**src/rtl/foodfight_adc_pkg.sv**
```systemverilog
`default_nettype none
// ============================================================================
// Module      : foodfight_adc_pkg
// Description : Shared types and constants for the ADC0809-style channel
//               sequencer (state encoding, channel select type, default
//               conversion length).
// Revision    : 1.0 - initial release
// ============================================================================
package foodfight_adc_pkg;

    typedef enum logic [1:0] {
        IDLE    = 2'd0,
        SAMPLE  = 2'd1,
        CONVERT = 2'd2,
        DONE    = 2'd3
    } adc_state_t;

    typedef logic [1:0] adc_ch_t;

    localparam adc_ch_t CH_AX0 = 2'd0;
    localparam adc_ch_t CH_AY0 = 2'd1;
    localparam adc_ch_t CH_AX1 = 2'd2;
    localparam adc_ch_t CH_AY1 = 2'd3;

    // 100 us at a 48 MHz master clock
    localparam int DEFAULT_CONV_CYCLES = 4800;

endpackage
`default_nettype wire

```
**src/rtl/adc_channel_sequencer_if.sv**
```systemverilog
`default_nettype none
// ============================================================================
// Module      : adc_channel_sequencer_if
// Description : Stick inputs, CPU start/channel strobe and conversion result
//               bundle. master = CPU/stick side, slave = sequencer.
// Revision    : 1.0 - initial release
// ============================================================================
interface adc_channel_sequencer_if;
    import foodfight_adc_pkg::*;

    logic [7:0] AX0;
    logic [7:0] AY0;
    logic [7:0] AX1;
    logic [7:0] AY1;
    logic       START;
    adc_ch_t    CH;
    logic [7:0] DOUT;
    logic       EOC;
    logic       BUSY;
    adc_ch_t    CHSEL;

    modport master (
        output AX0, AY0, AX1, AY1, START, CH,
        input  DOUT, EOC, BUSY, CHSEL
    );

    modport slave (
        input  AX0, AY0, AX1, AY1, START, CH,
        output DOUT, EOC, BUSY, CHSEL
    );

endinterface
`default_nettype wire

```
**src/rtl/adc_conv_timer.sv**
```systemverilog
`default_nettype none
// ============================================================================
// Module      : adc_conv_timer
// Description : Loadable down-counter with enable and zero flag; times the
//               conversion busy period.
// Revision    : 1.0 - initial release
// ============================================================================
module adc_conv_timer #(
    parameter int CNT_W = 13
) (
    input  wire logic             clk,
    input  wire logic             rst,
    input  wire logic             load,
    input  wire logic             en,
    input  wire logic [CNT_W-1:0] load_val,
    output logic                  zero
);

    logic [CNT_W-1:0] count;

    // Load has priority over counting; the counter parks at zero.
    always_ff @(posedge clk) begin
        if (rst) begin
            count <= '0;
        end else if (load) begin
            count <= load_val;
        end else if (en && (count != '0)) begin
            count <= count - 1'b1;
        end
    end

    assign zero = (count == '0);

endmodule
`default_nettype wire

```
**src/rtl/adc_channel_sequencer.sv**
```systemverilog
`default_nettype none
// ============================================================================
// Module      : adc_channel_sequencer
// Description : ADC0809-style front end emulation. A START strobe selects one
//               of four stick channels, the value is snapshotted one cycle
//               later, and after CONV_CYCLES clocks it is presented on DOUT
//               with EOC high. A new START aborts any conversion in flight.
//               Optional macro ADC_AVG_EN: average the SAMPLE-cycle snapshot
//               with a second sample taken in the final count cycle.
// Revision    : 1.0 - initial release
// ============================================================================
module adc_channel_sequencer
    import foodfight_adc_pkg::*;
#(
    parameter int CONV_CYCLES = DEFAULT_CONV_CYCLES
) (
    input  wire logic                   MCLK,
    input  wire logic                   RESET,
    adc_channel_sequencer_if.slave      bus
);

    localparam int               CNT_W  = $clog2(CONV_CYCLES + 1);
    localparam logic [CNT_W-1:0] RELOAD = CNT_W'(CONV_CYCLES - 1);

    adc_state_t state;
    adc_ch_t    chsel;
    logic [7:0] sample0;
    logic [7:0] dout;
    logic       eoc;
    logic       busy;
    logic [7:0] selected;
    logic [7:0] result;
    logic       cnt_zero;

    // Live channel value picked by the latched channel select.
    always_comb begin
        selected = bus.AX0;
        case (chsel)
            CH_AX0:  selected = bus.AX0;
            CH_AY0:  selected = bus.AY0;
            CH_AX1:  selected = bus.AX1;
            CH_AY1:  selected = bus.AY1;
            default: selected = bus.AX0;
        endcase
    end

`ifdef ADC_AVG_EN
    logic [8:0] avg_sum;
    // Rounded mean of the snapshot and the final-cycle sample.
    assign avg_sum = {1'b0, sample0} + {1'b0, selected} + 9'd1;
    assign result  = avg_sum[8:1];
`else
    assign result  = sample0;
`endif

    adc_conv_timer #(
        .CNT_W    (CNT_W)
    ) u_timer (
        .clk      (MCLK),
        .rst      (RESET),
        .load     (state == SAMPLE),
        .en       ((state == CONVERT) && !bus.START),
        .load_val (RELOAD),
        .zero     (cnt_zero)
    );

    // Sequencer FSM: START in any state (re)starts, which also covers abort
    // and discards a completion coinciding with the restart.
    always_ff @(posedge MCLK) begin
        if (RESET) begin
            state   <= IDLE;
            chsel   <= CH_AX0;
            sample0 <= 8'h00;
            dout    <= 8'h00;
            eoc     <= 1'b1;
            busy    <= 1'b0;
        end else if (bus.START) begin
            chsel   <= bus.CH;
            state   <= SAMPLE;
            eoc     <= 1'b0;
            busy    <= 1'b1;
        end else begin
            case (state)
                SAMPLE: begin
                    sample0 <= selected;
                    state   <= CONVERT;
                end
                CONVERT: begin
                    if (cnt_zero) begin
                        dout  <= result;
                        eoc   <= 1'b1;
                        busy  <= 1'b0;
                        state <= DONE;
                    end
                end
                default: begin
                    state <= state;
                end
            endcase
        end
    end

    assign bus.DOUT  = dout;
    assign bus.EOC   = eoc;
    assign bus.BUSY  = busy;
    assign bus.CHSEL = chsel;

endmodule
`default_nettype wire

```
**src/flat_wrapper.sv**
```systemverilog
// flat-port wrapper written by rule: the top's interface ports become plain ports
module adc_channel_sequencer_flat import foodfight_adc_pkg::*;
#(
    parameter int CONV_CYCLES = DEFAULT_CONV_CYCLES
)
  (MCLK, RESET, bus_AX0, bus_AY0, bus_AX1, bus_AY1, bus_START, bus_CH, bus_DOUT, bus_EOC, bus_BUSY, bus_CHSEL);
  adc_channel_sequencer_if bus_i ();
  input  wire logic MCLK;
  input  wire logic RESET;
  input wire logic [$bits(bus_i.AX0)-1:0] bus_AX0;
  input wire logic [$bits(bus_i.AY0)-1:0] bus_AY0;
  input wire logic [$bits(bus_i.AX1)-1:0] bus_AX1;
  input wire logic [$bits(bus_i.AY1)-1:0] bus_AY1;
  input wire logic [$bits(bus_i.START)-1:0] bus_START;
  input wire logic [$bits(bus_i.CH)-1:0] bus_CH;
  output wire logic [$bits(bus_i.DOUT)-1:0] bus_DOUT;
  output wire logic [$bits(bus_i.EOC)-1:0] bus_EOC;
  output wire logic [$bits(bus_i.BUSY)-1:0] bus_BUSY;
  output wire logic [$bits(bus_i.CHSEL)-1:0] bus_CHSEL;
  assign bus_i.AX0 = bus_AX0;
  assign bus_i.AY0 = bus_AY0;
  assign bus_i.AX1 = bus_AX1;
  assign bus_i.AY1 = bus_AY1;
  assign bus_i.START = bus_START;
  assign bus_i.CH = bus_CH;
  assign bus_DOUT = bus_i.DOUT;
  assign bus_EOC = bus_i.EOC;
  assign bus_BUSY = bus_i.BUSY;
  assign bus_CHSEL = bus_i.CHSEL;
  adc_channel_sequencer #(.CONV_CYCLES(CONV_CYCLES)) u_core (.MCLK(MCLK), .RESET(RESET), .bus(bus_i));
endmodule
```
**config.mk**
```make
export PLATFORM = sky130hd
export DESIGN_NAME = adc_channel_sequencer_flat
export DESIGN_NICKNAME = d
export VERILOG_FILES = /design/src/rtl/foodfight_adc_pkg.sv /design/src/rtl/adc_channel_sequencer_if.sv /design/src/rtl/adc_conv_timer.sv /design/src/rtl/adc_channel_sequencer.sv /design/src/flat_wrapper.sv
export SDC_FILE = /design/constraint.sdc
export NUM_CORES = 1
export LEC_CHECK = 0
export CAP_MARGIN = 15
export CELL_PAD_IN_SITES_DETAIL_PLACEMENT = 2
export CELL_PAD_IN_SITES_GLOBAL_PLACEMENT = 2
export CORE_UTILIZATION = 30
export DETAILED_ROUTE_END_ITERATION = 8
export PLACE_DENSITY_LB_ADDON = 0.2
export SETUP_SLACK_MARGIN = 0.15
export SYNTH_ARGS = -nofsm -noshare
export SYNTH_HDL_FRONTEND = slang
export SYNTH_SLANG_ARGS = --single-unit
```
**constraint.sdc**
```tcl
create_clock -name MCLK -period 4.5 [get_ports MCLK]
set_input_delay 0.9 -clock MCLK [delete_from_list [all_inputs] [get_ports MCLK]]
set_output_delay 0.9 -clock MCLK [all_outputs]
set_load 0.01 [all_outputs]
```
Word-level counts from Yosys, hierarchy flattened. Index checks and enable logic that the tools add are counted.

Reductions and logical operators: 18. Equal/unequal tests: 7. Bitwise gates (word level): 1. Multiplexer cells: 12. Add/subtract/negate cells: 1.

Operators by type and width (count): 8-bit one-hot mux with 4 select lines (1); 13-bit 2-to-1 mux (2); 13-bit zero test (1); 13-bit nonzero test (1); 13-bit by 1-bit subtractor with 13-bit output (second input constant) (1); 2-bit AND reduction (4); 2-bit nonzero test (4); 1-bit 2-to-1 mux (7); 2-bit == test (second input constant) (3); 2-bit by 1-bit == test with 1-bit output (second input constant) (2); 2-bit one-hot mux with 2 select lines (1); 2-bit OR reduction (2); 3-bit by 2-bit inequality test with 1-bit output (second input constant) (1); 3-bit AND reduction (1); 3-bit nonzero test (1); 1-bit logical AND (2); 2-bit zero test (1); 2-bit 2-to-1 mux (1); 2-bit by 1-bit inequality test with 1-bit output (second input constant) (1); 1-bit zero test (1); 1-bit NOT (1).

Bits of input ports: 37. Bits in registers: 35. Word-level logic and storage cells: 48.

Longest topological paths before layout. Gate-level depths: netlist of the first run.

Depth after elaboration: 5. Depth in mapped cells: 7. Mapped depth without buffers: 6.

Cells and area by module. From an unflattened synthesis of the first run, not the netlist that was laid out.

Cell total of the unflattened synthesis: 196. Area, all modules: 1838.0 um2.

Modules (own cells, without submodules): adc_channel_sequencer (area an instance 1004.7 um2, cells an instance 96, instances 1); adc_conv_timer (area an instance 833.3 um2, cells an instance 100, instances 1).

Worst setup path before layout of the first run. OpenSTA, ideal clock, no wires.

Path type: input-to-reg. Start point: input port bus_START. End point: register u_core.u_timer.count[8]. Stages: 6. Setup slack: 2.076 ns. Library setup time: 0.070 ns. Data arrival time: 2.354 ns. Path through: buf_6 > or3b_1 > buf_6 > or3_4 > or4_1 > a21boi_1.

Cells in the longest elaborated chain, start to end: 3.

RTL lines: start: declaration (line flat_wrapper.sv:14) `input wire logic [$bits(bus_i.START)-1:0] bus_START;`; 1-bit zero test (line adc_channel_sequencer.sv:62) `.en ((state == CONVERT) && !bus.START),`; 1-bit logical AND (line adc_channel_sequencer.sv:62); 1-bit logical AND (line adc_conv_timer.sv:27) `end else if (en && (count != '0)) begin`; end signal: assignment (line adc_conv_timer.sv:26) `count <= load_val;`; end signal: assignment (line adc_conv_timer.sv:28) `count <= count - 1'b1;`; end: declaration (line adc_conv_timer.sv:19) `logic [CNT_W-1:0] count;`.

No other way between the ends. A chain may end at the register's enable or synchronous reset.

Worst setup path after layout of the first run.
Start point: input port bus_START. End point: register u_core.u_timer.count[9].

Cells in the longest elaborated chain, start to end: 4.

RTL lines (line): 1-bit zero test (adc_channel_sequencer.sv:62); 1-bit logical AND (adc_channel_sequencer.sv:62); 1-bit logical AND (adc_conv_timer.sv:27); 2-bit nonzero test (no source line).

No other way between the ends.

==> impl_metrics.json, run 1 <==
{
  "outcome": "completed",
  "clock_skew_ns": 0.00599,
  "cpPeakStageDelay_ns": 0.60,
  "drive_gt1_frac": 0.0798,
  "yosysTopAreaCellShare": 0.403,
  "power.total_mw": 0.700,
  "drc_errors": 0,
  "drt_pass1_iterations": 4,
  "yosysSeqAreaShare": 0.403,
  "postCtsResizedCells": 0,
  "cp-start-kind": "input pin",
  "hold_viol": 0,
  "synthTopCellsByArea": "dfxtp_1 40%, mux4_2 10%, a21oi_1 5.8%",
  "routedWlPerCell_um": 17.0,
  "grt_pass1_vias": 1812,
  "postCtsHoldBufs": 0,
  "clock_path_buffers": 2,
  "min_path_type": "flip-flop to flip-flop",
  "cp.required_ns": 4.71,
  "synth.cell_area_um2": 1740,
  "finalSetupTns_ns": 0,
  "grt_pass1_wl_mm": 8.97,
  "drt-initial-drc-count": 60,
  "die_w_um": 78.1,
  "drtAntennaViolNets": 0,
  "synth_enable_flop_cells": 0,
  "timing.fmax_ghz": 0.343,
  "area_growth_syn_to_layout_pct": 34.9,
  "slowest_stage": "clkdlybuf4s50_1",
  "die_h_um": 78.1,
  "end_kind": "flip-flop",
  "cts_htree_levels": 2,
  "period_needed_ns": 2.92,
  "post_synth.cell_area_avg_um2": 9.09,
  "coreArea_um2": 5540,
  "overflow": 0,
  "ys_ff_latch": 35,
  "antenna_found_initial": 0,
  "clk_pin_slew_ns": 0.07,
  "syn-num-nets": 230,
  "ys.flop_type": "dfxtp_1",
  "cp-startpoint": "bus_START",
  "grt_usage": 0.191,
  "cts_tree": "built",
  "clock_latency_ns": 0.29,
  "slew_viol_final": 0,
  "cts_buffers": 5,
  "port_buffers": 48,
  "yosysUniqueCellTypes": 38,
  "synthCells": 191,
  "worstSetupPathType": "input pin to flip-flop",
  "nets": 276,
  "power_leakage_nw": 0.765,
  "crit_path_cell_trace": "clkdlybuf4s50_1 -> nor3b_2 -> nand2_1 -> or4_1 -> a31oi_1",
  "clockRootBuffer": "clkbuf_8",
  "cellPowerDensity_nw_per_um2": 299,
  "min_from": "u_core.result[5]",
  "hpwlAfterDp_mm": 4.01,
  "r2r-start": "u_core.u_timer.count[1]",
  "rsz0062_at_grt": "false",
  "critPathArrivalTime_ns": 3.13,
  "rows": 27,
  "crit_fanout": 10,
  "wirelength_mm": 5.27,
  "initial_core_util": 0.313,
  "dr_total_vias": 1671,
  "post-cts-setup-buffers": 0,
  "max-cap-violations": 0,
  "timing.final.crit_share": 0.648,
  "whs_ns": 0.462,
  "diodes": 0,
  "irDropWorstVdd_uv": 108,
  "gp_congestion": 0.696,
  "synth_warnings": 0,
  "grt_start_max_net_pins": 23,
  "async_flop_share": 0,
  "setup_violations": 0,
  "num_io_pins": 49,
  "vias_per_cell": 5.39,
  "n_fill_cell": 626,
  "worst_pin_slew_ns": 0.944,
  "yosys-top-cells-count": "35 x dfxtp_1, 20 x a21oi_1, 20 x nand2_1",
  "synth_most_common_cell": "dfxtp_1",
  "yosysTopAreaCell": "dfxtp_1",
  "slew_headroom": 0.367,
  "die_area_um2": 6100,
  "cts.sinks": 35
}
[per-layer routing]
metal | part of all wire | track usage | vias up | wire length (um)
li1 | - | - | 815 | -
met1 | 0.45 | 0.238 | 806 | 2380
met2 | 0.48 | 0.321 | 45 | 2550
met3 | 0.058 | 0.0663 | 5 | 304
met4 | 0.0061 | 0.0333 | 0 | 32
met5 | 0 | 0 | - | 0
[worst paths after layout]
check	endpoint	slack, ns	cells past startpoint
min	u_core.result[5]	0.46	2
max reg2reg	u_core.u_timer.count[9]	2.03	6
min reg2reg	u_core.result[5]	0.46	2
max	u_core.u_timer.count[9]	1.58	5
[flip-flops by register name (all words and copies together) (netlist names)]
| register | count |
|---|---|
| u_core.bus.BUSY | 1 |
| u_core.bus.CHSEL | 2 |
| u_core.bus.DOUT | 8 |
| u_core.bus.EOC | 1 |
| u_core.result | 8 |
| u_core.state | 2 |
| u_core.u_timer.count | 13 |
[kinds of logic (layout without fill, tap and decap cells)]
group	count (synthesis)	count (layout)	synth area share
adder cells (fa/ha/maj)	2	2	0.0144
multiplexers	10	10	0.115
AND/OR/NAND/NOR	76	76	0.246
flip-flops	35	35	0.403
AO/OA/AOI/OAI	52	52	0.177
buffers and inverters	16	63	0.0439
[cells in the final DEF, fill, tap and decap left out, types with 2 or more instances in the layout]
cell,instances
clkdlybuf4s50_1,48
dfxtp_1,35
nand2_1,20
a21oi_1,20
o21ai_0,13
nand3_1,12
mux4_2,8
nor2_1,8
or4_1,8
nor3_1,8
inv_1,6
o31ai_1,5
a31oi_1,5
clkbuf_8,5
nor4_1,3
nand2b_1,2
mux2i_1,2
or3_1,2
or3b_1,2
a21boi_1,2
a311oi_1,2
nand4_1,2
ha_1,2
clkbuf_1,2
[per-stage QoR]
step / setup slack (ns) / cell area, um2 / utilization / instances
final: 1.58 / 2340 / 0.423 / 310
after global routing: 1.44 / 2340 / 0.423 / 310
after CTS: 1.58 / 2340 / 0.423 / 310
after detailed placement: 1.26 / 2260 / 0.408 / 302
after global placement: 1.32 / 2260 / 0.408 / 302
after floorplan: 2.08 / 1740 / - / 191
[critical path, delay by kind of cell]
kind	cells	cell delay [ns]
simple gates	3	1.39
buf+inv	1	0.60
compound gates	1	0.22
[layout make-up]
class / instances / area, um2 / area share
repair buffers: 49 / 488 / 0.208
flip-flops and latches: 35 / 701 / 0.299
multi-input cells: 140 / 960 / 0.410
clock inverters: 1 / 5.00 / 0.00214
clock buffers: 7 / 76.3 / 0.0326
inverters: 6 / 22.5 / 0.00962
well taps: 72 / 90.1 / 0.0385
[report_power, final]
group	total [mW]	switching [mW]	internal, mW
registers	0.341	0.0181	0.323
clock network	0.223	0.114	0.109
logic	0.136	0.0672	0.0690
Power figures use the tool's default switching activity.
==> run 2, diff against run 1 <==
CORE_UTILIZATION = 25   (was 30)
clock period = 2.6 ns   (was 4.5 ns; I/O delays follow)
==> run 2 against run 1 <==
- register-to-register slack worse by 1.6 ns
- largest power group unchanged
- die area up 19%
- non-clock buffer count up 11
- routed wire length up 2.1%
- critical endpoint is now u_core.u_timer.count[10]
==> impl_metrics.json, run 2 (synthesized netlist as in run 1, its figures left out) <==
{
  "end_kind": "flip-flop",
  "drt-initial-drc-count": 45,
  "gp_congestion": 0.703,
  "largest_reg_flops": 13,
  "rsz0062_at_grt": "false",
  "placedInstanceArea_um2": 2350,
  "cp-startpoint": "u_core.u_timer.count[0]",
  "worstSetupPathType": "flip-flop to flip-flop",
  "num_io_pins": 49,
  "port_buffers": 48,
  "timing.final.crit_share": 0.823,
  "die_w_um": 85.3,
  "antenna_found_initial": 0,
  "clockRootBuffer": "clkbuf_8",
  "drt_pass1_iterations": 3,
  "hpwlAfterDp_mm": 4.07,
  "r2r_cells": 6,
  "layout_common_cells": "48 x clkdlybuf4s50_1, 35 x dfxtp_1, 20 x nand2_1, 20 x a21oi_1, 13 x o21ai_0",
  "max-cap-violations": 0,
  "setup_violations": 0,
  "clock_latency_ns": 0.28,
  "cellPowerDensity_nw_per_um2": 505,
  "clock_path_buffers": 2,
  "layout_commonest_cell": "clkdlybuf4s50_1",
  "r2r_slack_ns": 0.46,
  "vias_per_cell": 5.22,
  "slew_viol_final": 0,
  "grt_start_max_net_pins": 22,
  "cts.sinks": 35,
  "crit_path_cell_trace": "inv_1 -> ha_1 -> or3b_1 -> or3_4 -> or4_1 -> a21boi_1",
  "irDropWorstVdd_uv": 226,
  "drtAntennaViolNets": 0,
  "wirelength_mm": 5.38,
  "clk_pin_slew_ns": 0.08,
  "outcome": "completed",
  "area_growth_syn_to_layout_pct": 40.2,
  "cpPeakStageDelay_ns": 0.44,
  "dr_total_vias": 1717,
  "overflow": 0,
  "clock_skew_ns": 0.00640,
  "post-cts-setup-buffers": 0,
  "cts_tree": "built",
  "period_needed_ns": 2.14,
  "diodes": 0,
  "cp-start-kind": "flip-flop",
  "finalSetupTns_ns": 0,
  "routedWlPerCell_um": 16.3,
  "drive_gt1_frac": 0.120,
  "slew_headroom": 0.654,
  "grt_pass1_vias": 1853,
  "critPathArrivalTime_ns": 2.36,
  "r2r-start": "u_core.u_timer.count[0]",
  "nets": 287,
  "worstReg2RegEnd": "u_core.u_timer.count[10]",
  "cp.required_ns": 2.82,
  "regMostFlops": "u_core.u_timer.count",
  "postCtsHoldBufs": 0,
  "min_path_type": "flip-flop to flip-flop",
  "slowest_stage": "or3b_1",
  "drc_errors": 0,
  "final_area_um2": 2430,
  "die_h_um": 85.3,
  "coreArea_um2": 6760,
  "power_leakage_nw": 0.820,
  "postCtsResizedCells": 0,
  "grt_usage": 0.161,
  "rows": 30,
  "hold_viol": 0,
  "grt_pass1_wl_mm": 9.18,
  "timing.fmax_ghz": 0.467,
  "initial_core_util": 0.257,
  "crit_fanout": 5,
  "cts_htree_levels": 2,
  "cts_buffers": 5,
  "die_area_um2": 7280,
  "worst_pin_slew_ns": 0.518,
  "worstSetupEndpoint": "u_core.u_timer.count[10]"
}
## run 2: critical path, delay by kind of cell (launching register included)
kind / cells / cell delay (ns)
simple gates: 3 / 1.27
flops: 1 / 0.35
fa+ha+maj: 1 / 0.20
compound gates: 1 / 0.15
buf+inv: 1 / 0.10
## run 2: through the flow
step                hold WS, ns  instances  power [mW]  worst slack, ns   util
detailed placement        0.450        321       0.859            0.282  0.348
floorplan                 0.437        191       0.732            0.556      -
CTS                       0.464        329        1.25            0.446  0.360
global placement          0.445        321       0.856            0.305  0.348
global route              0.490        329        1.30            0.332  0.360
finish                    0.460        329        1.23            0.461  0.360
## run 2: layout make-up
class                           count  area, um2
Fill cell                         777       4320
Timing Repair Buffer               60        571
Tap cell                           80        100
Multi-Input combinational cell    140        960
Inverter                            6       22.5
Sequential cell                    35        701
Clock inverter                      1       5.00
Clock buffer                        7       76.3
## run 2: per-layer routing
metal  global-route usage  up-vias  share of wire
li1                     -      840              -
met1                0.214      828           0.47
met2                0.265       45           0.47
met3               0.0418        4          0.052
met4               0.0318        0         0.0046
met5                    0        -              0
## run 2: worst min-delay path by stage
stage	start	endpoint	slack, ns	cells past startpoint
global route	u_core.result[4]	u_core.result[4]	0.49	2
floorplan	u_core.result[0]	u_core.result[0]	0.44	2
finish	u_core.result[7]	u_core.result[7]	0.46	2
global placement	u_core.result[6]	u_core.result[6]	0.44	2
CTS	u_core.result[7]	u_core.result[7]	0.46	2
detailed placement	u_core.bus.BUSY	u_core.bus.BUSY	0.45	1
## run 2: report_power, final
group	switching [mW]	leakage (nW)	internal (mW)
sequential	0.0233	0.286	0.559
clock	0.199	0.0422	0.188
combinational	0.127	0.492	0.134
